`src/rtl/lambda_minus.sv`:
```
// Sliding-window lambda metric: windowed correlation minus scaled windowed
// energy, saturated to OUT_W signed, one metric per accepted sample.
module lambda_minus #(
    parameter int L         = 16,
    parameter int FRAME_LEN = 256,
    parameter int IN_W      = 20,
    parameter int RHO_SHIFT = 1,
    parameter int OUT_W     = 16
) (
    input  logic                    clk,
    input  logic                    rst,
    input  logic                    frame_start,
    input  logic                    in_valid,
    input  logic [IN_W-1:0]         corr_in,
    input  logic [IN_W-1:0]         energy_in,
    output logic                    minus_valid,
    output logic signed [OUT_W-1:0] lambda,
    output logic                    frame_done,
    output logic                    busy,
    output logic                    in_err
);

    localparam int LW = $clog2(L);
    localparam int SW = IN_W + LW;
    localparam int DW = SW + 1;
    localparam int CW = $clog2(FRAME_LEN);
    localparam logic signed [DW-1:0] SAT_MAX = DW'(2 ** (OUT_W - 1) - 1);
    localparam logic signed [DW-1:0] SAT_MIN = ~SAT_MAX;

    typedef enum logic {IDLE, RUN} state_t;

    state_t                 r_state;
    logic [IN_W-1:0]        r_dl_c [L];
    logic [IN_W-1:0]        r_dl_e [L];
    logic [SW-1:0]          r_sum_c;
    logic [SW-1:0]          r_sum_e;
    logic [CW-1:0]          r_cnt;
    logic                   r_v1;
    logic                   r_last1;
    logic                   r_v2;
    logic                   r_last2;
    logic signed [DW-1:0]   r_diff;

    logic                   w_acc;
    logic                   w_last;
    logic [SW-1:0]          w_base_c;
    logic [SW-1:0]          w_base_e;
    logic [IN_W-1:0]        w_old_c;
    logic [IN_W-1:0]        w_old_e;
    logic [SW-1:0]          w_sum_c;
    logic [SW-1:0]          w_sum_e;
    logic signed [DW-1:0]   w_diff;
    logic [OUT_W-1:0]       w_sat;

    assign w_acc  = in_valid && (frame_start || r_state == RUN);
    assign w_last = !frame_start && (r_cnt == CW'(FRAME_LEN - 1));
    assign busy   = (r_state == RUN);

    // A frame_start sample sees an empty window: zero base and zero oldest.
    assign w_base_c = frame_start ? '0 : r_sum_c;
    assign w_base_e = frame_start ? '0 : r_sum_e;
    assign w_old_c  = frame_start ? '0 : r_dl_c[L-1];
    assign w_old_e  = frame_start ? '0 : r_dl_e[L-1];
    assign w_sum_c  = w_base_c + SW'(corr_in) - SW'(w_old_c);
    assign w_sum_e  = w_base_e + SW'(energy_in) - SW'(w_old_e);

    assign w_diff = $signed({1'b0, r_sum_c})
                  - $signed({1'b0, r_sum_e >> RHO_SHIFT});

    always_comb begin
        w_sat = r_diff[OUT_W-1:0];
        if (r_diff > SAT_MAX) begin
            w_sat = SAT_MAX[OUT_W-1:0];
        end else if (r_diff < SAT_MIN) begin
            w_sat = SAT_MIN[OUT_W-1:0];
        end
    end

    always_ff @(posedge clk) begin
        if (rst) begin
            r_state     <= IDLE;
            r_cnt       <= '0;
            in_err      <= 1'b0;
            r_sum_c     <= '0;
            r_sum_e     <= '0;
            for (int i = 0; i < L; i++) begin
                r_dl_c[i] <= '0;
                r_dl_e[i] <= '0;
            end
            r_v1        <= 1'b0;
            r_last1     <= 1'b0;
            r_v2        <= 1'b0;
            r_last2     <= 1'b0;
            r_diff      <= '0;
            minus_valid <= 1'b0;
            frame_done  <= 1'b0;
            lambda      <= '0;
        end else begin
            if (frame_start) begin
                r_state <= RUN;
                r_cnt   <= in_valid ? CW'(1) : '0;
                in_err  <= 1'b0;
            end else if (w_acc) begin
                if (w_last) begin
                    r_state <= IDLE;
                    r_cnt   <= '0;
                end else begin
                    r_cnt <= r_cnt + 1'b1;
                end
            end else if (in_valid) begin
                in_err <= 1'b1;
            end

            if (w_acc) begin
                r_dl_c[0] <= corr_in;
                r_dl_e[0] <= energy_in;
                for (int i = 1; i < L; i++) begin
                    r_dl_c[i] <= frame_start ? '0 : r_dl_c[i-1];
                    r_dl_e[i] <= frame_start ? '0 : r_dl_e[i-1];
                end
                r_sum_c <= w_sum_c;
                r_sum_e <= w_sum_e;
            end else if (frame_start) begin
                for (int i = 0; i < L; i++) begin
                    r_dl_c[i] <= '0;
                    r_dl_e[i] <= '0;
                end
                r_sum_c <= '0;
                r_sum_e <= '0;
            end

            // Restart drops anything still in flight from the old frame.
            r_v1    <= w_acc;
            r_last1 <= w_acc && w_last;
            r_v2    <= r_v1 && !frame_start;
            r_last2 <= r_last1 && !frame_start;
            if (r_v1) begin
                r_diff <= w_diff;
            end

            minus_valid <= r_v2 && !frame_start;
            frame_done  <= r_v2 && r_last2 && !frame_start;
            if (r_v2 && !frame_start) begin
                lambda <= w_sat;
            end
        end
    end

endmodule

```
`config.mk`:
```
export PLATFORM = sky130hd
export DESIGN_NAME = lambda_minus
export DESIGN_NICKNAME = d
export VERILOG_FILES = /design/src/rtl/lambda_minus.sv
export SDC_FILE = /design/constraint.sdc
export NUM_CORES = 1
export LEC_CHECK = 0
export CORE_ASPECT_RATIO = 1.75
export CORE_UTILIZATION = 57
export CTS_CLUSTER_SIZE = 10
export DETAILED_ROUTE_END_ITERATION = 8
export DONT_BUFFER_PORTS = 1
export MAX_ROUTING_LAYER = met4
export PLACE_DENSITY = 0.85
export SYNTH_ARGS = -nofsm -noshare
export SYNTH_HDL_FRONTEND = slang
export SYNTH_SLANG_ARGS = --single-unit
```
`constraint.sdc`:
```
create_clock -name clk -period 7.25 [get_ports clk]
set_input_delay 0.725 -clock clk [delete_from_list [all_inputs] [get_ports clk]]
set_output_delay 0.725 -clock clk [all_outputs]
set_load 0.01 [all_outputs]
```
Yosys cells after proc, flatten, opt, wreduce, memory -nomap -nowiden

Memory sizes are Yosys's and may differ from the RTL's.
Cells that the tools add are included.

$add $sub $neg: 6
Magnitude comparators: 2
Equality and inequality tests: 1
Muxes and demuxes: 118
Bitwise logic cells: 65
Reductions and logical operators: 15

Operators with widths:

| cell                 | number |
|---|---|
| $mux 20              | 96 |
| $mux 24              | 4 |
| $or 1x1->1           | 64 |
| $add 24x20->24       | 2 |
| $sub 24x20->24       | 2 |
| $mux 16              | 2 |
| $gt 25x16->1 const B | 1 |
| $lt 25x16->1 const B | 1 |
| $sub 24x23->25       | 1 |
| $mux 8               | 3 |
| $mux 1               | 13 |
| $add 8x1->8 const B  | 1 |
| $eq 8x8->1 const B   | 1 |
| $logic_and 1x1->1    | 8 |
| $reduce_and 2->1     | 2 |
| $reduce_bool 2->1    | 2 |
| $reduce_or 2->1      | 1 |
| $logic_not 1->1      | 1 |
| $logic_or 1x1->1     | 1 |
| $not 1->1            | 1 |

Register bits after elaboration: 105
Bits in writable memories: 640
Bits of input ports: 44
Output and inout bits: 20
Word-level logic and storage cells: 222
Memories kept: 2

Memory list:

| memory | words | width | read ports | clocked after memory_dff | write ports | line | source |
|---|---|---|---|---|---|---|---|
| r_dl_c | 16    | 20    | 16         | 0                        | 16          | 33   | `logic [IN_W-1:0] r_dl_c [L];` |
| r_dl_e | 16    | 20    | 16         | 0                        | 16          | 34   | `logic [IN_W-1:0] r_dl_e [L];` |

Logic depth before layout (Yosys ltp)

Gate-level depths: netlist of the first run.

Word-level depth: 7
Depth in mapped cells: 18
Depth with buffers taken out: 15

Worst setup path before layout of the first run

OpenSTA, ideal clock, no wires.

Path type: in2reg
Start: input port frame_start
End: memory r_dl_c[5][0], in the netlist r_dl_c[0][100], enable pin
Library setup time: 0.629 ns
Arrival time: 7.159 ns
Data required time: 6.621 ns
Path slack: -0.538 ns
Stages on the path: 7
Buffers on the path: 4
Path through: clkbuf_1 -> o21a_1 -> clkbuf_1 -> nor2_1 -> clkbuf_1 -> clkbuf_1 -> inv_1

RTL lines:

| item               | line | source |
|---|---|---|
| start: declaration | 12   | `input logic frame_start,` |
| end: declaration   | 33   |  |

Worst setup path after layout of the first run

Start: input port frame_start
End: register r_sum_c[22]

Word-level cells in the longest chain between the ends: 4
Elaborated cells between the ends (all ways): 7
Classes of those cells: add/sub: 2; mux: 3; reduce/logical: 2

Ends and longest elaborated chain:

| item                   | line | source |
|---|---|---|
| $mux 24                | --   |  |
| $add 24x20->24         | 64   | `assign w_sum_c = w_base_c + SW'(corr_in) - SW'(w_old_c);` |
| $sub 24x20->24         | 64   |  |
| $mux 24 (*)            | 114  | `if (w_acc) begin` |
| end signal: assignment | 121  | `r_sum_c <= w_sum_c;` |
| end: declaration       | 35   | `logic [SW-1:0] r_sum_c;` |

Mark *: on every way between the ends. The rest lies on a longest branch, timed or not.
A chain may end at the register's enable or synchronous reset.

==> results.json, run 1 <==
{
  "status": "finished clean",
  "yosysUniqueCellTypes": 66,
  "p_per_area_nw_per_um2": 286,
  "fp.dieW_um": 178,
  "p_leak_nw": 13.1,
  "drt_iter0_drc": 1659,
  "finalCritPeriodShare_pct": 58.7,
  "worstReg2RegStart": "r_dl_e[1][141]",
  "muxShareOfSynthArea_pct": 0.357,
  "avgSynthCellArea_sq_um": 10.7,
  "start_kind": "input pin",
  "grt_max_degree": 255,
  "num_vias": 20400,
  "yosysSeqAreaShare_pct": 58.7,
  "synth_top_family_by_area": "simple AND/OR/NAND/NOR gates",
  "rsz0062_at_grt": "false",
  "dp_cells": 3398,
  "synth-edff-count": 320,
  "worstSetupPathType": "in -> reg",
  "io_buffers": 0,
  "yosysWarningCount": 0,
  "relSlewSlack_pct": 25.3,
  "final_nets": 2957,
  "cp.arrival_ps": 4730,
  "cts.path.max_buffers": 3,
  "drive_above_1_share_pct": 4.43,
  "dp_hpwl_mm": 38.8,
  "synth_area_sq_um": 30900,
  "clockRootBuffer": "clkbuf_16",
  "clkLatencyLatePin_ps": 620,
  "r2r_slack_ps": 3430,
  "instances_no_fill": 3549,
  "num_io_pins": 64,
  "min_to": "lambda[10]",
  "ctsResizeCount": 0,
  "drv_cap": 0,
  "reg2reg_to": "r_sum_e[20]",
  "drt-wirelength-per-cell_um": 18.0,
  "synth_compound_area_share_pct": 13.6,
  "gp_congestion": 0.930,
  "cts_made_buffers": 84,
  "viasPerCell": 5.74,
  "drt_wl_total_mm": 63.8,
  "synth_top_area_share_pct": 31.1,
  "synthCells": 2882,
  "reg2reg_depth": 13,
  "ys_ff_latch": 745,
  "synth_top_area_cell": "edfxtp_1",
  "grt_first_pass_wirelength_mm": 104,
  "yosys.cell_count.top_type": "nor2_1",
  "antenna_found_initial": 1,
  "first_pass_iters": 7,
  "ys.flop_type": "dfxtp_1",
  "fmax_mhz": 235,
  "clkTransAtPathRegs_ps": 60,
  "ant_nets": 0,
  "tns_ps": 0,
  "worstPathRequired_ps": 7720,
  "synth_simple_gate_area_share_pct": 15.9,
  "synthXorXnorAreaFrac_pct": 1.53,
  "hold_violations": 0,
  "max_slew.worst_pin.slew_ps": 1120,
  "finalSetupViolations": 0,
  "postCtsHoldBufs": 0,
  "drc": 0,
  "fill_cells": 3837,
  "worstSetupEndpointType": "flop",
  "cts_setup_buffers": 0,
  "grt_pass1_vias": 20300,
  "hold_path.startpoint": "rst",
  "die_h_um": 310,
  "async_reset_ff_share_pct": 0,
  "slew_violations": 0,
  "fin_worst_skew_ps": 29.8,
  "synth_nets": 3039,
  "gr-total-overflow": 0,
  "htree_levels": 3,
  "crit_fanout": 53,
  "final_area_sq_um": 33700,
  "grt_usage_pct": 24.3,
  "core_area_sq_um": 53400,
  "row_count": 112,
  "area_growth_pct": 9.28,
  "final_util_pct": 63.2,
  "min_path_type": "in -> reg",
  "place_area_sq_um": 31300,
  "fin_crit_ps": 4260,
  "start_util_pct": 57.8,
  "die-area_sq_um": 55100,
  "synth_fa_ha_area_share_pct": 5.58,
  "max-vdd-ir-drop_mv": 0.245,
  "clkSinkCount": 745,
  "synthTopCellsByCount": "nor2_1 (426), dfxtp_1 (425), a22oi_1 (321)",
  "cts_tree": "done",
  "synth_area_leaders": "edfxtp_1 (31%), dfxtp_1 (28%), a22oi_1 (7.8%)",
  "min_path_cells": 1
}
==> flip-flops by register name, indices dropped and copies added, names as in the netlist <==
| name | flops |
|---|---|
| r_last2 | 1 |
| r_last1 | 1 |
| minus_valid | 1 |
| r_cnt | 8 |
| r_sum_c | 24 |
| r_dl_c | 320 |
| in_err | 1 |
| r_v2 | 1 |
| lambda | 16 |
| r_v1 | 1 |
| r_dl_e | 320 |
| busy | 1 |
| r_sum_e | 24 |
| r_diff | 25 |
| frame_done | 1 |
==> power by group <==
part | internal (mW) | switching [mW]
registers | 4.55 | 0.0919
clock network | 2.23 | 1.64
logic | 0.429 | 0.694
==> per-stage QoR <==
step	hold WS (ps)	power, mW	setup slack [ps]
2_1_floorplan	406	5.58	606
3_3_place_gp	426	5.80	2530
3_5_place_dp	430	5.83	2440
4_1_cts	145	9.68	3070
5_1_grt	154	9.98	2720
6_report	182	9.63	2990
==> layout make-up <==
class                           instances  area [sq um]  share of cell area (%)
Sequential cell                       745         18100                    53.7
Tap cell                              684           856                    2.54
Multi-Input combinational cell       1782         11500                    34.0
Inverter                              168           634                    1.88
Clock buffer                          145          2370                    7.04
Clock inverter                          5          98.8                   0.293
Antenna cell                            1          2.50                 0.00742
Timing Repair Buffer                   19           193                   0.571
==> cell usage in the layout, fill, tap and decap left out, types with 5 or more instances in the layout <==
master and instances:
dfxtp_1 425, nor2_1 424, a22oi_1 321, edfxtp_1 320, and2_1 286, inv_1 166
nand2_1 128, clkbuf_16 86, ha_1 72, a21oi_1 69, clkbuf_1 59, nor2b_1 51
fa_1 41, xnor2_1 37, a21o_1 36, nand3_1 35, o21ai_0 31, a211oi_1 24
nor3_1 19, nand2b_1 18, xor2_1 17, o22ai_1 16, buf_4 15, o21a_1 12
o21ai_1 11, mux2i_1 11, o21bai_1 10, or3_1 9, a31oi_1 9, and3_1 8
nor3b_1 6, o31ai_1 6, nand4_1 5, nand3b_1 5
==> cells by family (layout without fill, tap and decap cells) <==
family | Yosys count | in the layout
flops | 745 | 745
mux | 11 | 11
simple gates | 1014 | 1014
xor+xnor | 54 | 54
compound gates | 590 | 590
fa+ha+maj | 113 | 113
other cells | 0 | 1
buf+inv | 355 | 337
==> critical path, stage by stage <==
cell and delay, ps:
inv_1 240, buf_4 540, nand2_1 160, fa_1 510, inv_1 70, fa_1 450, a21o_1 190, a21oi_2 210
o41ai_1 140, o41a_1 450, a21o_1 240, a211oi_1 360, o21ai_1 150, xnor2_1 160, o21ai_1 70
==> routing by layer <==
layer | up-vias | routed length, um | GRT usage, % | share of wire (%)
met5 | - | 0 | - | 0
met1 | 9910 | 25100 | 27.4 | 39
met2 | 493 | 32400 | 41.0 | 51
met4 | 0 | 3400 | 13.7 | 5.3
li1 | 9814 | - | - | -
met3 | 157 | 2860 | 3.66 | 4.5
==> worst max-delay path by stage <==
stage / start / to / slack [ps] / depth (start not counted)
after detailed placement: frame_start / r_sum_c[22] / 2440 / 15
after global placement: frame_start / r_sum_c[22] / 2530 / 15
after floorplan: frame_start / r_dl_c[0][100] / 610 / 7
after global routing: frame_start / r_sum_c[22] / 2720 / 15
final: frame_start / r_sum_c[22] / 2990 / 15
after CTS: frame_start / r_sum_c[22] / 3070 / 15
No activity file was read; power rests on OpenSTA's default activity.
==> run 2: changes to the inputs <==
--- a/config.mk
+++ b/config.mk
@@ -6,12 +6,12 @@
 export NUM_CORES = 1
 export LEC_CHECK = 0
 export CORE_ASPECT_RATIO = 1.75
-export CORE_UTILIZATION = 57
+export CORE_UTILIZATION = 63
 export CTS_CLUSTER_SIZE = 10
 export DETAILED_ROUTE_END_ITERATION = 8
 export DONT_BUFFER_PORTS = 1
 export MAX_ROUTING_LAYER = met4
-export PLACE_DENSITY = 0.85
+export PLACE_DENSITY = 0.89
 export SYNTH_ARGS = -nofsm -noshare
 export SYNTH_HDL_FRONTEND = slang
 export SYNTH_SLANG_ARGS = --single-unit
==> constraint.sdc (replaced) <==
create_clock -name clk -period 4.3 [get_ports clk]
set_input_delay 0.43 -clock clk [delete_from_list [all_inputs] [get_ports clk]]
set_output_delay 0.43 -clock clk [all_outputs]
set_load 0.01 [all_outputs]
==> run 2 against run 1 <==
Net effect: sequential share of layout area down 0.32 points; setup slack worse by 2600 ps; final cell count down 0.39%; largest power group unchanged; non-clock buffer count up 19; sequential power up 69%; count of clock-buffer cells in the layout down 2.
==> results.json, run 2 (synthesized netlist as in run 1, its figures left out) <==
{
  "status": "finished clean",
  "cp.arrival_ps": 4380,
  "final_nets": 2976,
  "grt_max_degree": 241,
  "die-area_sq_um": 49900,
  "cts_setup_buffers": 0,
  "max_slew.worst_pin.slew_ps": 1140,
  "drt_wl_total_mm": 72.2,
  "cts_tree": "done",
  "cts.path.max_buffers": 3,
  "crit_fanout": 3,
  "rsz0062_at_grt": "false",
  "clkSinkCount": 745,
  "row_count": 107,
  "p_per_area_nw_per_um2": 482,
  "hold_violations": 0,
  "min_path_type": "in -> reg",
  "clkTransAtPathRegs_ps": 60,
  "die_h_um": 295,
  "drc": 0,
  "worst_hold_slack_ps": 43.2,
  "dp_hpwl_mm": 43.7,
  "pre_cts_slack_ps": 184,
  "finalSetupViolations": 0,
  "fill_cells": 3307,
  "slew_violations": 0,
  "instances_no_fill": 3535,
  "htree_levels": 3,
  "viasPerCell": 5.94,
  "grt_first_pass_wirelength_mm": 114,
  "final_cell_mix": "dfxtp_1 (425), nor2_1 (423), a22oi_1 (321)",
  "start_util_pct": 63.7,
  "crit_chain": "nor2b_1 -> fa_1 -> inv_1 -> fa_1 -> a21o_1 -> a21o_1 -> a2111oi_2 -> o21ai_1 -> a41oi_2 -> nand3b_1 -> o21ai_1 -> mux2i_1 -> or3_1",
  "p_leak_nw": 13.2,
  "layout_commonest_cell": "dfxtp_1",
  "drt-wirelength-per-cell_um": 20.4,
  "drive_above_1_share_pct": 4.93,
  "worstPathRequired_ps": 4800,
  "num_vias": 21000,
  "final_area_sq_um": 33900,
  "cp_slowest_stage_delay_ps": 510,
  "multiInputGateArea_sq_um": 11500,
  "fin_worst_skew_ps": 26.0,
  "clkLatencyLatePin_ps": 640,
  "final_util_pct": 70.0,
  "core_area_sq_um": 48500,
  "seqCellArea_sq_um": 18100,
  "finalWorstSetupSlack_ps": 417,
  "grt_pass1_vias": 21200,
  "worstSetupPathType": "reg -> reg",
  "antennaDiodeCount": 0,
  "top_regs": "r_dl_c (320), r_dl_e (320), r_diff (25)",
  "max-vdd-ir-drop_mv": 0.315,
  "drv_cap": 0,
  "io_buffers": 0,
  "dp_cells": 3381,
  "cts_made_buffers": 84,
  "gr-total-overflow": 0,
  "start_kind": "flop",
  "area_growth_pct": 9.93,
  "worstSetupEndpointType": "flop",
  "finalCritPeriodShare_pct": 90.3,
  "place_area_sq_um": 31400,
  "gp_congestion": 0.942,
  "relSlewSlack_pct": 23.6,
  "antenna_found_initial": 0,
  "first_pass_iters": 7,
  "fin_crit_ps": 3880,
  "num_io_pins": 64,
  "drt_iter0_drc": 1990,
  "grt_usage_pct": 30.3,
  "clockRootBuffer": "clkbuf_16",
  "ant_nets": 0,
  "slowest_stage": "fa_1",
  "ctsResizeCount": 0,
  "crit_family": "compound AO/OA/AOI/OAI gates",
  "fp.dieW_um": 169,
  "cp_num_buf_inv": 1,
  "fmax_mhz": 258,
  "postCtsHoldBufs": 6
}
-- run 2: cell count changes in the layout (fill, tap and decap cells not counted), sizes merged --
cell         change
buf             +14
dlygate4sd3      +5
clkinv           +3
inv              -3
clkbuf           -2
diode            -1
-- run 2: power by group --
part	internal (mW)	leakage [nW]	switching (mW)	total, mW
combinational	0.745	5.04	1.25	1.99
clock	3.73	1.17	2.80	6.53
sequential	7.67	6.98	0.160	7.83
-- run 2: through the flow --
| step | total power [mW] | TNS (ps) |
|---|---|---|
| floorplan | 9.42 | -428210 |
| global placement | 9.88 | 0 |
| detailed placement | 9.92 | 0 |
| CTS | 16.4 | 0 |
| global route | 16.9 | 0 |
| finish | 16.4 | 0 |
-- run 2: final timing paths --
path	cells after the start	start	slack, ps	endpoint
max	13	r_dl_e[1][141]	420	r_sum_e[20]
min	2	frame_start	40	r_cnt[7]
min reg2reg	1	r_last1	460	r_last2
max reg2reg	13	r_dl_e[1][141]	420	r_sum_e[20]
-- run 2: final cells by class --
class	instances	area share, %
Tap cell	654	2.41
Sequential cell	745	53.4
Clock buffer	143	6.94
Inverter	168	1.87
Clock inverter	5	0.332
Multi-Input combinational cell	1782	33.8
Timing Repair Buffer	38	1.27
-- run 2: per-layer routing --
metal / GRT usage (%) / wire length, um / share of wire (%) / vias up
li1: - / - / - / 9839
met1: 33.5 / 27200 / 38 / 10400
met2: 52.6 / 38100 / 53 / 639
met3: 4.73 / 3290 / 4.6 / 186
met4: 15.4 / 3610 / 5.0 / 0
met5: - / 0 / 0 / -
